File: config.mk
export PLATFORM = sky130hd
export DESIGN_NAME = echo_range_meter
export DESIGN_NICKNAME = d
export VERILOG_FILES = /design/src/rtl/echo_meter_pkg.sv /design/src/rtl/echo_channel.sv /design/src/rtl/echo_range_meter.sv
export SDC_FILE = /design/constraint.sdc
export NUM_CORES = 1
export LEC_CHECK = 0
export ABC_AREA = 1
export BUFFER_PORTS_ARGS = -buffer_cell sky130_fd_sc_hd__buf_2
export CAP_MARGIN = 10
export CORE_MARGIN = 3
export CORE_UTILIZATION = 47
export DETAILED_ROUTE_END_ITERATION = 16
export SETUP_SLACK_MARGIN = 0.4
export SYNTH_ARGS = -nofsm -noshare
export SYNTH_HDL_FRONTEND = slang
export SYNTH_SLANG_ARGS = --single-unit
export TNS_END_PERCENT = 20
File: constraint.sdc
create_clock -name Clk -period 8.2 [get_ports Clk]
set_input_delay 0.41 -clock Clk [delete_from_list [all_inputs] [get_ports Clk]]
set_output_delay 0.41 -clock Clk [all_outputs]
set_load 0.01 [all_outputs]
File: src/rtl/echo_meter_pkg.sv
// Shared definitions for the echo range meter: per-channel FSM encoding,
// trigger timing and the "no measurement yet" reset code.
package echo_meter_pkg;

    typedef enum logic [1:0] {
        IDLE     = 2'd0,
        MEASURE  = 2'd1,
        WAIT_LOW = 2'd2
    } state_t;

    localparam int TRIG_PERIOD = 60000;
    localparam int TRIG_LEN    = 10;
    localparam int NB_RESET    = 0;

endpackage

File: src/rtl/echo_channel.sv
// One echo channel: synchroniser, edge detect, divider-free tick/unit counting,
// measurement FSM and clamped code output. Trigger generator only with ECHO_TRIG_EN.
module echo_channel
    import echo_meter_pkg::*;
#(
    parameter int CNT_W   = 32,
    parameter int OUT_W   = 8,
    parameter int DIV     = 147,
    parameter int MIN_OUT = 6,
    parameter int MAX_OUT = 254,
    parameter int TIMEOUT = 38000
) (
    input  logic             clk,
    input  logic             rst,
    input  logic             echo,
    output logic [OUT_W-1:0] nb,
    output logic             valid,
`ifdef ECHO_TRIG_EN
    output logic             trig,
`endif
    output logic             timeout
);

    // DIV is assumed to be at least 2.
    localparam int PRE_W = (DIV > 1) ? $clog2(DIV) : 1;

    localparam logic [PRE_W-1:0] PRE_LAST  = PRE_W'(DIV - 1);
    localparam logic [OUT_W:0]   MIN_U     = (OUT_W+1)'(MIN_OUT);
    localparam logic [OUT_W:0]   MAX_U     = (OUT_W+1)'(MAX_OUT);
    localparam logic [OUT_W:0]   UNITS_SAT = (OUT_W+1)'(MAX_OUT + 1);
    localparam logic [CNT_W-1:0] TICK_END  = CNT_W'(TIMEOUT);

    logic sync1, sync2, echo_d;
    logic rise;

    state_t           state, state_nxt;
    logic [PRE_W-1:0] pre, pre_nxt;
    logic [OUT_W:0]   units, units_nxt;
    logic [CNT_W-1:0] ticks, ticks_nxt;
    logic [OUT_W-1:0] nb_nxt;
    logic             valid_nxt, timeout_nxt;

    function automatic logic [OUT_W-1:0] clamp_code(input logic [OUT_W:0] u);
        if (u < MIN_U)
            return MIN_U[OUT_W-1:0];
        else if (u > MAX_U)
            return MAX_U[OUT_W-1:0];
        else
            return u[OUT_W-1:0];
    endfunction

    // Sync flops reset high along with the history bit, so an echo that is
    // already high when reset releases never looks like a rising edge.
    always_ff @(posedge clk or posedge rst) begin
        if (rst) begin
            sync1  <= 1'b1;
            sync2  <= 1'b1;
            echo_d <= 1'b1;
        end else begin
            sync1  <= echo;
            sync2  <= sync1;
            echo_d <= sync2;
        end
    end

    assign rise = sync2 & ~echo_d;

    // NOTE: sequential state uses non-blocking assignments only, so every
    // register samples the values from before the clock edge.
    always_ff @(posedge clk or posedge rst) begin
        if (rst) begin
            state   <= IDLE;
            pre     <= '0;
            units   <= '0;
            ticks   <= '0;
            nb      <= OUT_W'(NB_RESET);
            valid   <= 1'b0;
            timeout <= 1'b0;
        end else begin
            state   <= state_nxt;
            pre     <= pre_nxt;
            units   <= units_nxt;
            ticks   <= ticks_nxt;
            nb      <= nb_nxt;
            valid   <= valid_nxt;
            timeout <= timeout_nxt;
        end
    end

    // NOTE: every output of this block is given a default first, so no path
    // through the case statement can leave a latch behind.
    always_comb begin
        state_nxt   = state;
        pre_nxt     = pre;
        units_nxt   = units;
        ticks_nxt   = ticks;
        nb_nxt      = nb;
        valid_nxt   = 1'b0;
        timeout_nxt = timeout;

        case (state)
            IDLE: begin
                // The rising-edge cycle is itself the first high tick.
                if (rise) begin
                    pre_nxt   = PRE_W'(1);
                    units_nxt = '0;
                    ticks_nxt = CNT_W'(1);
                    state_nxt = MEASURE;
                end
            end
            MEASURE: begin
                if (!sync2) begin
                    nb_nxt      = clamp_code(units);
                    valid_nxt   = 1'b1;
                    timeout_nxt = 1'b0;
                    state_nxt   = IDLE;
                end else if (ticks == TICK_END) begin
                    nb_nxt      = MAX_U[OUT_W-1:0];
                    valid_nxt   = 1'b1;
                    timeout_nxt = 1'b1;
                    state_nxt   = WAIT_LOW;
                end else begin
                    ticks_nxt = ticks + 1'b1;
                    if (pre == PRE_LAST) begin
                        pre_nxt = '0;
                        if (units != UNITS_SAT)
                            units_nxt = units + 1'b1;
                    end else begin
                        pre_nxt = pre + 1'b1;
                    end
                end
            end
            WAIT_LOW: begin
                if (!sync2)
                    state_nxt = IDLE;
            end
            default: state_nxt = IDLE;
        endcase
    end

`ifdef ECHO_TRIG_EN
    localparam int TP_W = $clog2(TRIG_PERIOD);

    logic [TP_W-1:0] per_cnt;

    // The period counter free-runs; only the pulse is gated by the FSM.
    always_ff @(posedge clk or posedge rst) begin
        if (rst) begin
            per_cnt <= '0;
            trig    <= 1'b0;
        end else begin
            per_cnt <= (per_cnt == TP_W'(TRIG_PERIOD - 1)) ? '0 : per_cnt + 1'b1;
            trig    <= (per_cnt < TP_W'(TRIG_LEN)) && (state == IDLE);
        end
    end
`endif

endmodule

File: src/rtl/echo_range_meter.sv
// Multi-channel ultrasonic echo-width meter: N_CH independent echo_channel
// instances with packed outputs. Define ECHO_TRIG_EN to add per-channel Trig outputs.
module echo_range_meter
    import echo_meter_pkg::*;
#(
    parameter int N_CH    = 2,
    parameter int CNT_W   = 32,
    parameter int OUT_W   = 8,
    parameter int DIV     = 147,
    parameter int MIN_OUT = 6,
    parameter int MAX_OUT = 254,
    parameter int TIMEOUT = 38000
) (
    input  logic                  Clk,
    input  logic                  Rst,
    input  logic [N_CH-1:0]       Mesure,
    output logic [N_CH*OUT_W-1:0] Nb,
    output logic [N_CH-1:0]       Valid,
`ifdef ECHO_TRIG_EN
    output logic [N_CH-1:0]       Trig,
`endif
    output logic [N_CH-1:0]       Timeout
);

    for (genvar i = 0; i < N_CH; i++) begin : g_ch
        echo_channel #(
            .CNT_W   (CNT_W),
            .OUT_W   (OUT_W),
            .DIV     (DIV),
            .MIN_OUT (MIN_OUT),
            .MAX_OUT (MAX_OUT),
            .TIMEOUT (TIMEOUT)
        ) u_ch (
            .clk     (Clk),
            .rst     (Rst),
            .echo    (Mesure[i]),
            .nb      (Nb[i*OUT_W +: OUT_W]),
            .valid   (Valid[i]),
`ifdef ECHO_TRIG_EN
            .trig    (Trig[i]),
`endif
            .timeout (Timeout[i])
        );
    end

endmodule

* Yosys cells after proc, flatten, opt, wreduce, memory -nomap -nowiden *
Cells that the tools add are included.

word-level totals
  word-level logic and storage cells = 130
  memories kept = 0
  flip-flop bits (word level) = 128
  input bits = 4
  bits in writable memories = 0
  bits in latches = 0
  ROM bits = 0
  output and inout port bits = 20

operators by class
  magnitude comparators = 4
  add/subtract/negate cells = 6
  div/mod/pow operators = 0
  shift operators = 0
  multipliers = 0
  bitwise gates (word level) = 4
  muxes and demuxes = 58
  reductions and logical operators = 12
  eq/ne operators = 26

operators with widths
  cell                     number
  $mux W32                 6
  $mux W8                  16
  $pmux W32 S2             2
  $mux W9                  10
  $add A32 B1 Y32 const B  2
  $eq A32 B16 Y1 const B   2
  $pmux W9 S2              2
  $pmux W8 S2              2
  $add A9 B1 Y9 const B    2
  $gt A9 B8 Y1 const B     2
  $lt A9 B3 Y1 const B     2
  $ne A9 B8 Y1 const B     2
  $add A8 B1 Y8 const B    2
  $eq A8 B8 Y1 const B     2
  $mux W2                  8
  $ne A2 B1 Y1 const B     8
  $ne A2 B2 Y1 const B     6
  $pmux W2 S3              2
  $reduce_and A6 Y1        2
  $mux W1                  10
  $reduce_and A4 Y1        2
  $ne A3 B3 Y1 const B     2
  $reduce_and A3 Y1        2
  $eq A2 B1 Y1 const B     2
  other kinds (6)          12

* Logic depth before layout (Yosys ltp) *
  depth after elaboration = 6
  gate-level depth with buffers = 12
  gate-level depth less buffers = 12

* Hierarchy *
From an unflattened synthesis, not the netlist that was laid out.

unflattened totals
  cell total of the unflattened synthesis = 1130
  area, all modules = 8011.4 um^2

modules (own cells, without submodules)
  module                        seq. area each (um^2)  cells each  area an instance (um^2)  times used
  echo_channel at g_ch[0].u_ch  1605.3                 555         4020.1                   1
  echo_channel at g_ch[1].u_ch  1605.3                 575         3991.3                   1

* Least setup slack after synthesis *
OpenSTA, ideal clock, no wires.

  path type = reg-to-reg
  from = reg g_ch[0].u_ch.units[0]
  to = reg g_ch[0].u_ch.units[0]
  buffers on the path = 0
  cell stages (with the launch flop) = 12
  setup slack = 6383 ps
  required time = 8083 ps
  setup time = 117 ps
  arrival time = 1700 ps
  period minus slack after synthesis = 1817 ps
  cells stage by stage = dfrtp_1 -> ha_1 -> nand2_1 -> inv_1 -> nand2_1 -> nor2_1 -> ha_1 -> or2_1 -> nand2_2 -> nand3_2 -> nand2_1 -> nand2_1

between the ends
  longest elaborated chain between the ends = 6
  elaborated cells on any way between the ends = 9
  those cells by class = 1 x add/sub; 2 x eq/ne; 5 x mux; 1 x reduce/logical

RTL lines
  element                   RTL line             RTL
  start: declaration        echo_channel.sv:38   logic [OUT_W:0] units, units_nxt;
  start signal: assignment  echo_channel.sv:82   units <= units_nxt;
  $add A9 B1 Y9             echo_channel.sv:127  units_nxt = units + 1'b1;
  $mux W9                   echo_channel.sv:126  if (units != UNITS_SAT)
  $mux W9                   echo_channel.sv:124  if (pre == PRE_LAST) begin
  $mux W9                   echo_channel.sv:117  end else if (ticks == TICK_END) begin
  $mux W9                   echo_channel.sv:112  if (!sync2) begin
  $pmux W9 S2               echo_channel.sv:101  case (state)

Parallel ways exist; a longest one is shown, timed or not. The select of a mux whose other input is x is not followed.
A chain may end at the register's enable or synchronous reset.

* Final worst setup path *
  from = reg g_ch[1].u_ch.state[1]
  to = reg g_ch[1].u_ch.units[2]

between the ends
  longest elaborated chain between the ends = 3
  elaborated cells on any way between the ends = 10
  those cells by class = 6 x eq/ne; 1 x mux; 3 x reduce/logical

RTL lines
  element                                                  RTL line             RTL
  start: declaration                                       echo_channel.sv:36   state_t state, state_nxt;
  start signal: assignment                                 echo_channel.sv:80   state <= state_nxt;
  $eq A2 B1 Y1 / $logic_not A2 Y1 (equally long branches)  echo_channel.sv:101
  $ne A2 B1 Y1 (no source line) (tied with other cells)    --
  $reduce_and A6 Y1 (no source line)                       --
  end signal: assignment                                   echo_channel.sv:82
  end: declaration                                         echo_channel.sv:38

Parallel ways exist; a longest one is shown, timed or not.

==> impl_results.md <==
* Worst reg2reg path endpoint: g_ch[1].u_ch.units[2]$_DFFE_PP0P_
* Met3 usage at 4.44%
* Initial antenna violation count at 1
* Status: complete, no violations
* PwrDens at 192 nW/um^2
* DP Wirelength at 13.0 mm
* Reg clk slew, reported paths at 60 ps
* CTS root buf: clkbuf_16
* Synth top area share at 38.5%
* Fin cells at 1405
* Total power at 0.00168 W
* Maximum vdd ir drop at 0.000156 V
* Leak pwr at 3.98 nW
* Final Util at 54.1%
* Post-Syn Instances at 1164
* Slew Limit Fails at 0
* Die area at 18500 um^2
* Met1 GRT Util at 28.5%
* Hold bufs inserted after CTS at 0
* Clk_lat worst skew at 420 ps
* H-tree depth at 4
* WL/cell at 13.1 um
* CTS Buf Count at 17
* GRT Overall Usage at 21.0%
* Total setup buffers inserted after CTS at 0
* Syn avg cell area at 6.82 um^2
* DR iter-0 viols at 559
* # diodes at 0
* Crit Path Max Fanout at 40
* CTS sink count at 128
* RSZ-0062 raised after global routing: false
* FF+latch count, synth at 128
* Gr busiest metal: met2
* Hold crit path type: input pin to asynchronous set/reset pin
* Critical Path Start Type: flop
* Syn Nets at 1181
* Worst Setup SP: g_ch[1].u_ch.state[1]$_DFFE_PP0P_
* Max Cap Viol at 0
* Final Setup Violations at 0
* Vias per cell at 4.96
* Critical Path AT at 3800 ps
* CTS resizes at 0
* Mapped cell area at 7930 um^2
* Setup_tns at 0 ps
* Final Hold Fails at 0
* Routed vias at 6965
* Post-Place Cells at 1373
* Unique masters post-synth at 37
* Die width at 136 um
* Longest Clk Path Bufs at 2
* Worst-Margin Slew at 1030 ps
* Final ANT Viol Nets at 0
* Sequential area share after synthesis at 40.5%
* Reg2Reg Setup Slack at 4710 ps
* Core area at 16200 um^2
* Gr ovfl total at 0
* Worst path required time at 8510 ps
* GP Congestion at 0.915
* Effective utilization at floorplan at 49.1%
* Rows at 46
* Synth warn at 0
* TritonCTS clock tree: done
* Tmin final at 3490 ps
* First-pass iteration count of the detailed router at 6
* Chip height at 136 um
* Post-synth top area cell: dfrtp_1
* PortBufs at 23
* Max-Slew Margin vs Limit at 31.2%
* Worst Clk Skew at 9.27 ps
* Largest net degree at the start of global routing at 77
* DRC viols at 0
* Share of cells above drive strength 1 at 8.49%
* NumNets Final at 1193
* Critical path capture point type: flop
* Met2 GRT Util at 34.4%
* First-pass GRT wire length at 31.6 mm
* Finished layout cell area at 8750 um^2
* Dpl cell area at 8150 um^2
* WS Path Type: flop to flop
* R2R Path Start: g_ch[1].u_ch.state[1]$_DFFE_PP0P_
* Number of global-route vias before repair at 6547
* Total Wirelength at 18.4 mm
* Max Freq at 287 MHz
* Worst r2r path cells at 9
* Top cells by area, synth: dfrtp_1 38%, nand2_1 20%, nor2_1 8.9%
* # IOs at 24
* Area delta synth->final at 10.3%
* Crit share post-route at 42.5%
power by group:
| group | switching [W] | internal [W] | total [W] |
|---|---|---|---|
| sequential | 0.0000377 | 0.000674 | 0.000712 |
| combinational | 0.000130 | 0.0000616 | 0.000192 |
| clock | 0.000316 | 0.000456 | 0.000772 |
cell families (layout without fill, tap and decap cells):
family / after synthesis / in the layout / synth area share (%)
AND/OR/NAND/NOR: 777 / 777 / 41.2
adder cells (fa/ha/maj): 13 / 13 / 2.05
buffers and inverters: 139 / 164 / 7.40
XOR/XNOR: 37 / 37 / 4.08
AO/OA/AOI/OAI: 70 / 70 / 4.83
flip-flops: 128 / 128 / 40.5
synth_stat cells:
| library cell | count |
|---|---|
| clkbuf_1 | 7 |
| o21ai_1 | 24 |
| nand3_2 | 3 |
| nand2_1 | 415 |
| nor3_1 | 24 |
| nor2_4 | 4 |
| nor2_1 | 188 |
| a31oi_1 | 1 |
| nand2_2 | 6 |
| inv_1 | 94 |
| o21ai_4 | 1 |
| inv_2 | 11 |
| nor3_2 | 1 |
| nand3_4 | 1 |
| a211oi_4 | 1 |
| nand3_1 | 94 |
| o31ai_1 | 1 |
| a21oi_1 | 9 |
| nand4_1 | 20 |
| nand3b_1 | 9 |
| buf_6 | 3 |
| nand2_4 | 1 |
| xnor2_1 | 16 |
| nor4_1 | 2 |
| o21ai_0 | 32 |
| o21bai_1 | 1 |
| xor2_1 | 21 |
| nor2_2 | 7 |
| dfstp_2 | 6 |
| ha_1 | 13 |
| or2_1 | 1 |
| or2_2 | 1 |
| dfrtp_1 | 122 |
| buf_4 | 6 |
| clkbuf_2 | 2 |
| buf_2 | 14 |
| clkinv_1 | 2 |
worst max-delay path by stage:
stage / to / slack, ps / cells after the start
after floorplan: g_ch[0].u_ch.nb[0]$_DFFE_PP0P_ / 4390 / 1
after global routing: g_ch[1].u_ch.units[6]$_DFFE_PP0P_ / 4260 / 9
after detailed placement: g_ch[1].u_ch.units[6]$_DFFE_PP0P_ / 4670 / 9
after global placement: g_ch[1].u_ch.units[0]$_DFFE_PP0P_ / 4770 / 9
after CTS: g_ch[1].u_ch.units[2]$_DFFE_PP0P_ / 4670 / 9
final: g_ch[1].u_ch.units[2]$_DFFE_PP0P_ / 4710 / 9
registers in the layout (all words and copies together) (netlist names), 4 cells and up:
register	flops
g_ch.u_ch.units	18
g_ch.u_ch.ticks	64
g_ch.u_ch.nb	16
g_ch.u_ch.pre	16
g_ch.u_ch.state	4
through the flow:
| stage | hold WS (ps) | worst slack (ps) |
|---|---|---|
| after CTS | 31.8 | 4670 |
| after detailed placement | 349 | 4670 |
| after global routing | 36.0 | 4260 |
| final | 20.9 | 4710 |
| after floorplan | 345 | 4390 |
| after global placement | 347 | 4770 |
critical path, stage by stage (launching register included):
cell	delay (ps)
dfrtp_1	420
nor2_4	260
inv_2	340
nor2_2	210
nand2_1	630
nand2_2	650
buf_4	460
nand2_2	220
nand2_1	110
nand2_1	50
layout make-up:
class | instances | area (um^2)
Clock buffer | 17 | 425
Sequential cell | 128 | 3210
Timing Repair Buffer | 25 | 130
Multi-Input combinational cell | 897 | 4140
Clock inverter | 15 | 173
Tap cell | 216 | 270
Fill cell | 1599 | 7420
Inverter | 107 | 407
placed cells by master, fill, tap and decap left out, types with 4 or more instances in the layout:
cell type | synthesis | layout
buf_2 | 14 | 23
clkbuf_16 | 0 | 17
nand4_1 | 20 | 20
dfrtp_1 | 122 | 122
nand2_2 | 6 | 6
ha_1 | 13 | 13
nand3_1 | 94 | 94
o21ai_1 | 24 | 24
dfstp_2 | 6 | 6
nor2_1 | 188 | 188
nor3_1 | 24 | 24
nor2_2 | 7 | 7
a21oi_1 | 9 | 9
inv_1 | 94 | 93
inv_2 | 11 | 11
xnor2_1 | 16 | 16
o21ai_0 | 32 | 32
xor2_1 | 21 | 21
nor2_4 | 4 | 4
inv_6 | 0 | 7
nand2_1 | 415 | 415
nand3b_1 | 9 | 9
layer usage:
layer	routed length, um	vias up
li1	-	3678
met1	8850	3153
met2	8730	108
met3	609	24
met4	200	2
met5	13	-
Power figures use the tool's default switching activity.
